===== config.mk =====
export PLATFORM = sky130hd
export DESIGN_NAME = aibcr3_dcc_cal_ctrl
export DESIGN_NICKNAME = d
export VERILOG_FILES = /design/src/rtl/aibcr3_dcc_cal_pkg.sv /design/src/rtl/aibcr3_dcc_cal_sync.sv /design/src/rtl/aibcr3_dcc_cal_ctrl.sv
export SDC_FILE = /design/constraint.sdc
export NUM_CORES = 1
export LEC_CHECK = 0
export CORE_MARGIN = 2
export CORE_UTILIZATION = 56
export DETAILED_ROUTE_END_ITERATION = 7
export GPL_ROUTABILITY_DRIVEN = 0
export PLACE_DENSITY = 0.88
export SLEW_MARGIN = 15
export SYNTH_ARGS = -nofsm -noshare
export SYNTH_HDL_FRONTEND = slang
export SYNTH_SLANG_ARGS = --single-unit
export TNS_END_PERCENT = 30

===== constraint.sdc =====
create_clock -name clk_dcd -period 2.6 [get_ports clk_dcd]
set_input_delay 0.39 -clock clk_dcd [delete_from_list [all_inputs] [get_ports clk_dcd]]
set_output_delay 0.39 -clock clk_dcd [all_outputs]
set_load 0.005 [all_outputs]

===== src/rtl/aibcr3_dcc_cal_pkg.sv =====
// Shared types and helpers for the DCC calibration controller.
// Delay code is 11 bits: an 8-bit fine field over a 3-bit coarse field, each gray-coded on its own.
package aibcr3_dcc_cal_pkg;

  localparam int CODE_W   = 11;
  localparam int FINE_W   = 8;
  localparam int COARSE_W = 3;

  localparam logic [CODE_W-1:0] CODE_MID = 11'h400;
  localparam logic [CODE_W-1:0] CODE_MAX = 11'h7FF;

  typedef enum logic [2:0] {
    ST_IDLE,
    ST_LAUNCH,
    ST_WAIT,
    ST_MEASURE,
    ST_SYNC,
    ST_DECIDE,
    ST_LOCKED
  } cal_state_t;

  // Binary code to {gray(fine), gray(coarse)}; the two fields never share a carry.
  function automatic logic [CODE_W-1:0] gray_fields(input logic [CODE_W-1:0] c);
    logic [FINE_W-1:0]   f;
    logic [COARSE_W-1:0] i;
    f = c[CODE_W-1:COARSE_W];
    i = c[COARSE_W-1:0];
    return {f ^ (f >> 1), i ^ (i >> 1)};
  endfunction

  function automatic logic code_sat(input logic [CODE_W-1:0] c);
    return (c == '0) || (c == CODE_MAX);
  endfunction

endpackage


===== src/rtl/aibcr3_dcc_cal_sync.sv =====
// Two-bit flop-chain synchronizer for the phase-detector verdicts.
module aibcr3_dcc_cal_sync #(
  parameter int STAGES = 2
) (
  input  logic       clk,
  input  logic       reset_n,
  input  logic [1:0] d,
  output logic [1:0] q
);

  logic [2*STAGES-1:0] chain;

  always_ff @(posedge clk) begin
    if (!reset_n) chain <= '0;
    else          chain <= {chain[2*STAGES-3:0], d};
  end

  assign q = chain[2*STAGES-1 -: 2];

endmodule


===== src/rtl/aibcr3_dcc_cal_ctrl.sv =====
// DCC calibration controller: 11-step SAR search over the delay code, then lock.
// AIBCR3_DCC_TRACK_EN: after lock, keep measuring and nudge the code by +/-1 per step.
//
//   state      | meaning
//   IDLE       | outputs cleared, waiting for cal_en
//   LAUNCH     | one-cycle launch strobe
//   WAIT       | SETTLE_CYC cycles for the delay line to settle
//   MEASURE    | one-cycle measure strobe
//   SYNC       | SYNC_STAGES cycles for verdicts to cross the synchronizer
//   DECIDE     | resolve bit b (or track step) from synchronized verdicts
//   LOCKED     | search done, dll_lock high
module aibcr3_dcc_cal_ctrl
  import aibcr3_dcc_cal_pkg::*;
#(
  parameter int SETTLE_CYC  = 8,
  parameter int SYNC_STAGES = 2
) (
  input  logic              clk_dcd,
  input  logic              dll_reset_n,
  input  logic              cal_en,
  input  logic              t_up,
  input  logic              t_down,
  output logic              launch,
  output logic              measure,
  output logic [FINE_W-1:0] f_gray,
  output logic [COARSE_W-1:0] i_gray,
  output logic [CODE_W-1:0] pvt_ref_half_gry,
  output logic              dll_lock,
  output logic              cal_busy,
  output logic              cal_sat
);

  cal_state_t        state;
  logic [7:0]        cnt;
  logic [3:0]        bit_idx;
  logic [CODE_W-1:0] code;
  logic [1:0]        verdict;
  logic              up_s;
  logic              dn_s;
  logic              keep;
  logic [CODE_W-1:0] sar_code;

  aibcr3_dcc_cal_sync #(
    .STAGES (SYNC_STAGES)
  ) u_sync (
    .clk     (clk_dcd),
    .reset_n (dll_reset_n),
    .d       ({t_up, t_down}),
    .q       (verdict)
  );

  assign up_s = verdict[1];
  assign dn_s = verdict[0];
  // Both-high or both-low is treated as "delay too long".
  assign keep = up_s & ~dn_s;

  always_comb begin
    sar_code = code;
    sar_code[bit_idx] = keep;
    if (bit_idx != 4'd0) sar_code[bit_idx - 4'd1] = 1'b1;
  end

`ifdef AIBCR3_DCC_TRACK_EN
  logic [CODE_W-1:0] trk_code;

  always_comb begin
    trk_code = code;
    if (keep && code != CODE_MAX)               trk_code = code + 1'b1;
    else if (dn_s && !up_s && code != '0)       trk_code = code - 1'b1;
  end
`endif

  always_ff @(posedge clk_dcd) begin
    if (!dll_reset_n || (!cal_en && state != ST_IDLE)) begin
      state            <= ST_IDLE;
      cnt              <= '0;
      bit_idx          <= '0;
      code             <= '0;
      launch           <= 1'b0;
      measure          <= 1'b0;
      f_gray           <= '0;
      i_gray           <= '0;
      pvt_ref_half_gry <= '0;
      dll_lock         <= 1'b0;
      cal_busy         <= 1'b0;
      cal_sat          <= 1'b0;
    end else begin
      launch  <= 1'b0;
      measure <= 1'b0;
      case (state)
        ST_IDLE: begin
          if (cal_en) begin
            code             <= CODE_MID;
            bit_idx          <= 4'd10;
            {f_gray, i_gray} <= gray_fields(CODE_MID);
            launch           <= 1'b1;
            cal_busy         <= 1'b1;
            state            <= ST_LAUNCH;
          end
        end
        ST_LAUNCH: begin
          cnt   <= 8'(SETTLE_CYC - 1);
          state <= ST_WAIT;
        end
        ST_WAIT: begin
          if (cnt == 8'd0) begin
            measure <= 1'b1;
            state   <= ST_MEASURE;
          end else begin
            cnt <= cnt - 8'd1;
          end
        end
        ST_MEASURE: begin
          cnt   <= 8'(SYNC_STAGES - 1);
          state <= ST_SYNC;
        end
        ST_SYNC: begin
          if (cnt == 8'd0) state <= ST_DECIDE;
          else             cnt   <= cnt - 8'd1;
        end
        ST_DECIDE: begin
`ifdef AIBCR3_DCC_TRACK_EN
          // dll_lock doubles as the "already searched, now tracking" flag.
          if (dll_lock) begin
            code             <= trk_code;
            {f_gray, i_gray} <= gray_fields(trk_code);
            pvt_ref_half_gry <= gray_fields(trk_code >> 1);
            cal_sat          <= code_sat(trk_code);
            launch           <= 1'b1;
            state            <= ST_LAUNCH;
          end else
`endif
          if (bit_idx == 4'd0) begin
            code             <= sar_code;
            {f_gray, i_gray} <= gray_fields(sar_code);
            pvt_ref_half_gry <= gray_fields(sar_code >> 1);
            cal_sat          <= code_sat(sar_code);
            dll_lock         <= 1'b1;
            cal_busy         <= 1'b0;
            state            <= ST_LOCKED;
          end else begin
            code             <= sar_code;
            {f_gray, i_gray} <= gray_fields(sar_code);
            bit_idx          <= bit_idx - 4'd1;
            launch           <= 1'b1;
            state            <= ST_LAUNCH;
          end
        end
        ST_LOCKED: begin
`ifdef AIBCR3_DCC_TRACK_EN
          launch <= 1'b1;
          state  <= ST_LAUNCH;
`else
          state  <= ST_LOCKED;
`endif
        end
        default: state <= ST_IDLE;
      endcase
    end
  end

endmodule


==> results of run 1 <==
## cells in the final DEF, fill, tap and decap left out, types with 2 or more instances in the layout
master,netlist,layout
xor2_1,6,6
clkbuf_8,0,5
nand3_1,22,22
buf_4,3,12
a31oi_1,7,7
and2_1,9,9
clkdlybuf4s50_1,0,30
or3_1,2,2
a21oi_1,33,33
clkinv_4,0,2
a22oi_1,2,2
o211ai_1,4,4
nor3_1,7,7
a221oi_4,2,2
dfxtp_1,54,54
a311oi_1,2,2
o21ai_1,2,2
a211oi_1,5,5
nand4_1,5,5
nand2_1,40,40
o21a_1,6,6
nand3b_1,5,5
xnor2_1,4,4
a21o_1,3,3
nor2b_1,4,4
nand2b_1,5,5
ha_1,20,20
a21oi_2,2,2
nor2_1,35,35
o221ai_1,2,2
o21ai_0,16,15
inv_1,15,15
## metal layers
| layer | up-vias | track usage (%) | share of wire (%) |
|---|---|---|---|
| li1 | 1310 | - | - |
| met1 | 1272 | 34.7 | 44 |
| met2 | 107 | 39.1 | 48 |
| met3 | 13 | 3.55 | 6.9 |
| met4 | 0 | 8.91 | 1.6 |
| met5 | - | 0 | 0 |
## cells by family (layout without fill, tap and decap cells)
| logic type | Yosys count | after routing | share of synthesized area [%] |
|---|---|---|---|
| adder cells (fa/ha/maj) | 20 | 20 | 8.47 |
| multiplexers | 2 | 2 | 0.720 |
| AO/OA/AOI/OAI | 93 | 93 | 20.8 |
| flip-flops | 54 | 54 | 36.6 |
| buffers and inverters | 37 | 66 | 7.16 |
| AND/OR/NAND/NOR | 142 | 142 | 23.1 |
| XOR/XNOR | 10 | 10 | 2.96 |
| other | 1 | 1 | 0.127 |
## report_power, final
group / internal (mW) / switching, mW
Clock: 0.200 / 0.301
Combinational: 0.485 / 0.749
Sequential: 0.937 / 0.158
Total: 1.62 / 1.21
## worst paths after layout
| check | startpoint | depth (start not counted) | end | slack (ns) |
|---|---|---|---|---|
| worst max-delay path | bit_idx[3] | 9 | cal_sat | 0.24 |
| worst min-delay path | u_sync.chain[1] | 1 | u_sync.chain[3] | 0.45 |
| worst max register to register | bit_idx[3] | 9 | cal_sat | 0.24 |
| worst min register to register | u_sync.chain[1] | 1 | u_sync.chain[3] | 0.45 |
## final cells by class
type                       count  area, um2  area share (%)
timing repair buffer          42        390            11.5
inverter                      16       60.1            1.78
tap                           70       87.6            2.59
sequential                    54       1080            32.0
multi-input combinational    268       1670            49.2
clock buffer                   5       68.8            2.03
clock inverter                 3       28.8           0.851
## sequential cells by signal, summed over array words and instances (netlist names)
| signal | flops |
|---|---|
| u_sync.chain | 4 |
| measure | 1 |
| launch | 1 |
| cnt | 8 |
| code | 10 |
| i_gray | 2 |
| pvt_ref_half_gry | 10 |
| state | 3 |
| cal_sat | 1 |
| bit_idx | 4 |
| cal_busy | 1 |
| f_gray | 8 |
| dll_lock | 1 |
## per-stage QoR
stage          utilization, %  setup WS, ns  instances  hold slack, ns  power, mW
6_report                 66.2         0.245        458           0.446       2.83
5_1_grt                  66.2        0.0457        458           0.467       3.04
4_1_cts                  66.2         0.287        458           0.451       2.81
3_5_place_dp             64.3         0.321        450           0.423       2.31
3_3_place_gp             64.3         0.372        450           0.416       2.27
2_1_floorplan               -         0.388        359           0.412       2.00
==> impl_metrics.py, run 1 <==
metrics = {
    "synthesis": {
        "async_flop_share_pct": 0,
        "netlist_area_um2": 2950,
        "ys_ff_latch": 54,
        "synth-edff-count": 0,
        "synth.most_common_cell": "dfxtp_1",
        "yosysUniqueCellTypes": 51,
        "ys_seq_area_share_pct": 36.6,
        "synth_nets": 384,
        "synth_area_leaders": "dfxtp_1, ha_1, a21oi_1",
        "synth_top_area_share_pct": 36.6,
        "synthTopCellsByCount": "dfxtp_1, nand2_1, nor2_1",
        "synth_cells": 359,
        "avgSynthCellArea_um2": 8.23,
        "ys_warn_count": 0,
        "synth_ff_type": "dfxtp_1",
        "yosysTopAreaCell": "dfxtp_1",
    },
    "critical_path": {
        "critical_path_class": "reg -> reg",
        "cp_num_buf_inv": 1,
        "crit_arrival_ns": 2.61,
        "critPathMaxStageDelay_ns": 0.48,
        "cp.required_ns": 2.85,
        "cp_max_fo": 15,
        "crit_slowest_cell": "dfxtp_1",
        "cp-end-kind": "register",
        "critPathTopFamily": "simple AND/OR/NAND/NOR gates",
        "path_cells": "nor2b_1 > and2_1 > o21bai_1 > a21oi_2 > inv_1 > ha_1 > nand3_1 > or3_1 > a31oi_1",
        "start_kind": "register",
    },
    "clocking": {
        "cts_resized": 0,
        "cts_inserted_buffers": 5,
        "postCtsSetupRepairBufs": 0,
        "root_buffer": "clkbuf_8",
        "clk_path_buf_depth": 2,
        "clkLatencyLatePin_ns": 0.32,
        "cts_hold_buf": 0,
        "cts_num_sinks": 54,
        "cts_tree": "built",
        "htree_num_levels": 2,
        "clkSlewWorstSetupHoldPaths_ns": 0.10,
    },
    "grt": {
        "grt_max_degree": 32,
        "grt_pass1_vias": 2455,
        "track_usage_pct": 24.8,
        "grt_pass1_wl_mm": 11.9,
        "gr-total-overflow": 0,
        "antenna_found_initial": 0,
    },
    "floorplan": {
        "dieWidth_um": 76.6,
        "fp.dieH_um": 76.6,
        "io_pins": 32,
        "core_area_um2": 5110,
        "placementRows": 26,
        "dieArea_um2": 5870,
        "start_util_pct": 57.8,
    },
    "sta": {
        "slew_headroom_pct": 61.4,
        "fin_crit_ns": 2.36,
        "worst_pin_slew_ns": 0.573,
        "fin_skew_ns": 0.00917,
        "drv_slew": 0,
        "finalCritPeriodShare_pct": 90.6,
        "rsz0062_at_grt": "no",
        "setup_viol": 0,
        "fmax_mhz": 425,
        "finalSetupTns_ns": 0,
        "hold_violations": 0,
    },
    "drt": {
        "drc": 0,
        "dr_total_vias": 2702,
        "wl_per_cell_um": 15.4,
        "drt_iter0_markers": 321,
        "vias_per_cell": 5.90,
        "first_pass_iters": 5,
        "finalWirelength_mm": 7.06,
        "ant_nets": 0,
    },
    "finish": {
        "stdcell_area_um2": 3380,
        "num-nets-final": 412,
        "antenna_cells": 0,
        "fillCellCount": 404,
        "area_growth_pct": 14.5,
        "drive_above_1_share_pct": 7.99,
    },
    "run": {
        "maxCapViolCount": 0,
    },
    "power": {
        "irDropWorstVdd_mv": 0.767,
        "p_leak_nw": 1.28,
        "pwr_density_cell_nw_per_um2": 837,
    },
    "place": {
        "dpl-instance-area_um2": 3280,
        "hpwl_mm": 5.12,
        "io_buffers": 30,
    },
    "run_status": {
        "status": "complete, no violations",
    },
    "hold_path": {
        "min_path_type": "reg -> reg",
    },
}
Power figures use the tool's default switching activity.
==> inputs of run 2 (changes only) <==
- PLACE_DENSITY: 0.88 -> 0.83
==> run 2 against run 1 <==
  * Total power up 1.0%
  * Critical path depth up 1
  * Register-to-register slack worse by 0.02 ns
  * Die area unchanged
  * Largest power group unchanged
==> impl_metrics.py, run 2 (synthesis gave the netlist of run 1 again) <==
metrics = {
    "run_status": {
        "status": "complete, no violations",
    },
    "place": {
        "io_buffers": 30,
        "dp_slack_ns": 0.279,
        "dpl-instance-area_um2": 3290,
        "hpwl_mm": 5.00,
        "numPlacedInstances": 449,
    },
    "power": {
        "p_clk_share_pct": 18.7,
        "power.total_mw": 2.86,
        "pwr_density_cell_nw_per_um2": 842,
        "power_frac_comb_pct": 42.9,
        "power_frac_seq_pct": 38.5,
        "swShare_pct": 41.5,
        "irDropWorstVdd_mv": 0.693,
        "p_leak_nw": 1.29,
        "switchingPower_mw": 1.19,
        "intPower_mw": 1.67,
    },
    "critical_path": {
        "cp_max_fo": 6,
        "cp-end-kind": "register",
        "start_kind": "register",
        "cp_num_buf_inv": 1,
        "critPathTopFamily": "compound AO/OA/AOI/OAI gates",
        "crit_slowest_cell": "dfxtp_1",
        "crit_arrival_ns": 2.62,
        "critical_path_class": "reg -> reg",
        "critPathMaxStageDelay_ns": 0.35,
        "crit_top_cell": "ha_1",
        "cp.required_ns": 2.84,
        "path_cells": "inv_1 > ha_1 > nor2_1 > mux2i_1 > o31ai_1 > a21o_1 > ha_1 > nand2_1 > or3_1 > a31oi_1",
    },
    "drt": {
        "first_pass_iters": 5,
        "vias_per_cell": 5.87,
        "wl_per_cell_um": 15.1,
        "drt-met1-wl_mm": 3.18,
        "wl_met3_um": 388,
        "drt_iter0_markers": 297,
        "maxUsedRoutingLayer": "met4",
        "ant_nets": 0,
        "dr_total_vias": 2681,
        "routed-wl-met2_mm": 3.15,
        "finalWirelength_mm": 6.90,
        "drc": 0,
    },
    "sta": {
        "worst_pin_slew_ns": 0.549,
        "fmax_mhz": 421,
        "fin_skew_ns": 0.0116,
        "finalCritPeriodShare_pct": 91.4,
        "setup_viol": 0,
        "setup_ws_ns": 0.223,
        "slew_headroom_pct": 63.3,
        "hold_violations": 0,
        "fin_crit_ns": 2.38,
        "drv_slew": 0,
        "rsz0062_at_grt": "no",
        "finalSetupTns_ns": 0,
    },
    "grt": {
        "grt_max_degree": 25,
        "grt_pass1_wl_mm": 11.5,
        "antenna_found_initial": 0,
        "track_usage_pct": 24.3,
        "grt_pass1_vias": 2453,
        "gr-total-overflow": 0,
    },
    "finish": {
        "stdcell_area_um2": 3400,
        "area_growth_pct": 15.0,
        "num-nets-final": 411,
        "reg_top3": "code (10), pvt_ref_half_gry (10)",
        "antenna_cells": 0,
        "fin_cells": 457,
        "drive_above_1_share_pct": 8.01,
        "fillCellCount": 434,
        "mostFrequentLayoutCells": "dfxtp_1, nand2_1, nor2_1",
        "final_common_cell": "dfxtp_1",
    },
    "floorplan": {
        "dieWidth_um": 76.6,
        "start_util_pct": 57.8,
        "fp.dieH_um": 76.6,
        "core_area_um2": 5110,
        "dieArea_um2": 5870,
        "io_pins": 32,
        "placementRows": 26,
    },
    "clocking": {
        "cts_tree": "built",
        "clk_path_buf_depth": 2,
        "cts_num_sinks": 54,
        "root_buffer": "clkbuf_8",
        "htree_num_levels": 2,
        "postCtsSetupRepairBufs": 0,
        "cts_hold_buf": 0,
        "clkSlewWorstSetupHoldPaths_ns": 0.10,
        "clkLatencyLatePin_ns": 0.32,
        "cts_inserted_buffers": 5,
    },
    "hold_path": {
        "min_path_type": "reg -> reg",
    },
    "run": {
        "maxCapViolCount": 0,
    },
}
## run 2: worst paths after layout
check	slack [ns]	cells after the start	end	from
hold reg to reg	0.45	1	u_sync.chain[2]	u_sync.chain[0]
setup / recovery	0.22	10	cal_sat	bit_idx[0]
setup reg to reg	0.22	10	cal_sat	bit_idx[0]
hold / removal	0.45	1	u_sync.chain[2]	u_sync.chain[0]
## run 2: layout make-up
cell class / count / area, um2 / area share, %
multi-input cells: 268 / 1670 / 49.1
repair buffers: 41 / 395 / 11.6
inverters: 16 / 60.1 / 1.77
clock buffers: 7 / 96.3 / 2.84
well taps: 70 / 87.6 / 2.58
flip-flops and latches: 54 / 1080 / 31.8
clock inverters: 1 / 8.76 / 0.258
## run 2: what timing repair did
| action | in CTS | in global routing |
|---|---|---|
| gates resized for setup | 0 | 1 |
| hold endpoints to repair | 0 | 0 |
| endpoints found under the setup margin | 0 | 1 |
## run 2: through the flow
stage                     hold slack [ns]  utilization (%)
after floorplan                     0.412                -
after global placement              0.416             64.4
after detailed placement            0.422             64.4
after CTS                           0.446             66.5
after global routing                0.477             66.5
final                               0.454             66.5
## run 2: layer usage
layer	up-vias	global-route usage, %
met5	-	0
met4	0	10.5
met3	19	2.73
met2	105	38.1
met1	1254	33.9
li1	1303	-
## run 2: worst reg2reg max path, cell delays in order (launching register included)
cell and delay (ns):
dfxtp_1 0.35, inv_1 0.09, ha_1 0.27, nor2_1 0.12, mux2i_1 0.13, o31ai_1 0.33
a21o_1 0.25, ha_1 0.17, nand2_1 0.05, or3_1 0.33, a31oi_1 0.21
## run 2: power by group through the flow
stage / clock (mW) / sequential (mW) / combinational [mW]
floorplan: 0 / 1.06 / 0.949
global placement: 0 / 1.11 / 1.17
detailed placement: 0 / 1.11 / 1.21
CTS: 0.539 / 1.09 / 1.21
global route: 0.571 / 1.12 / 1.37
finish: 0.534 / 1.10 / 1.23
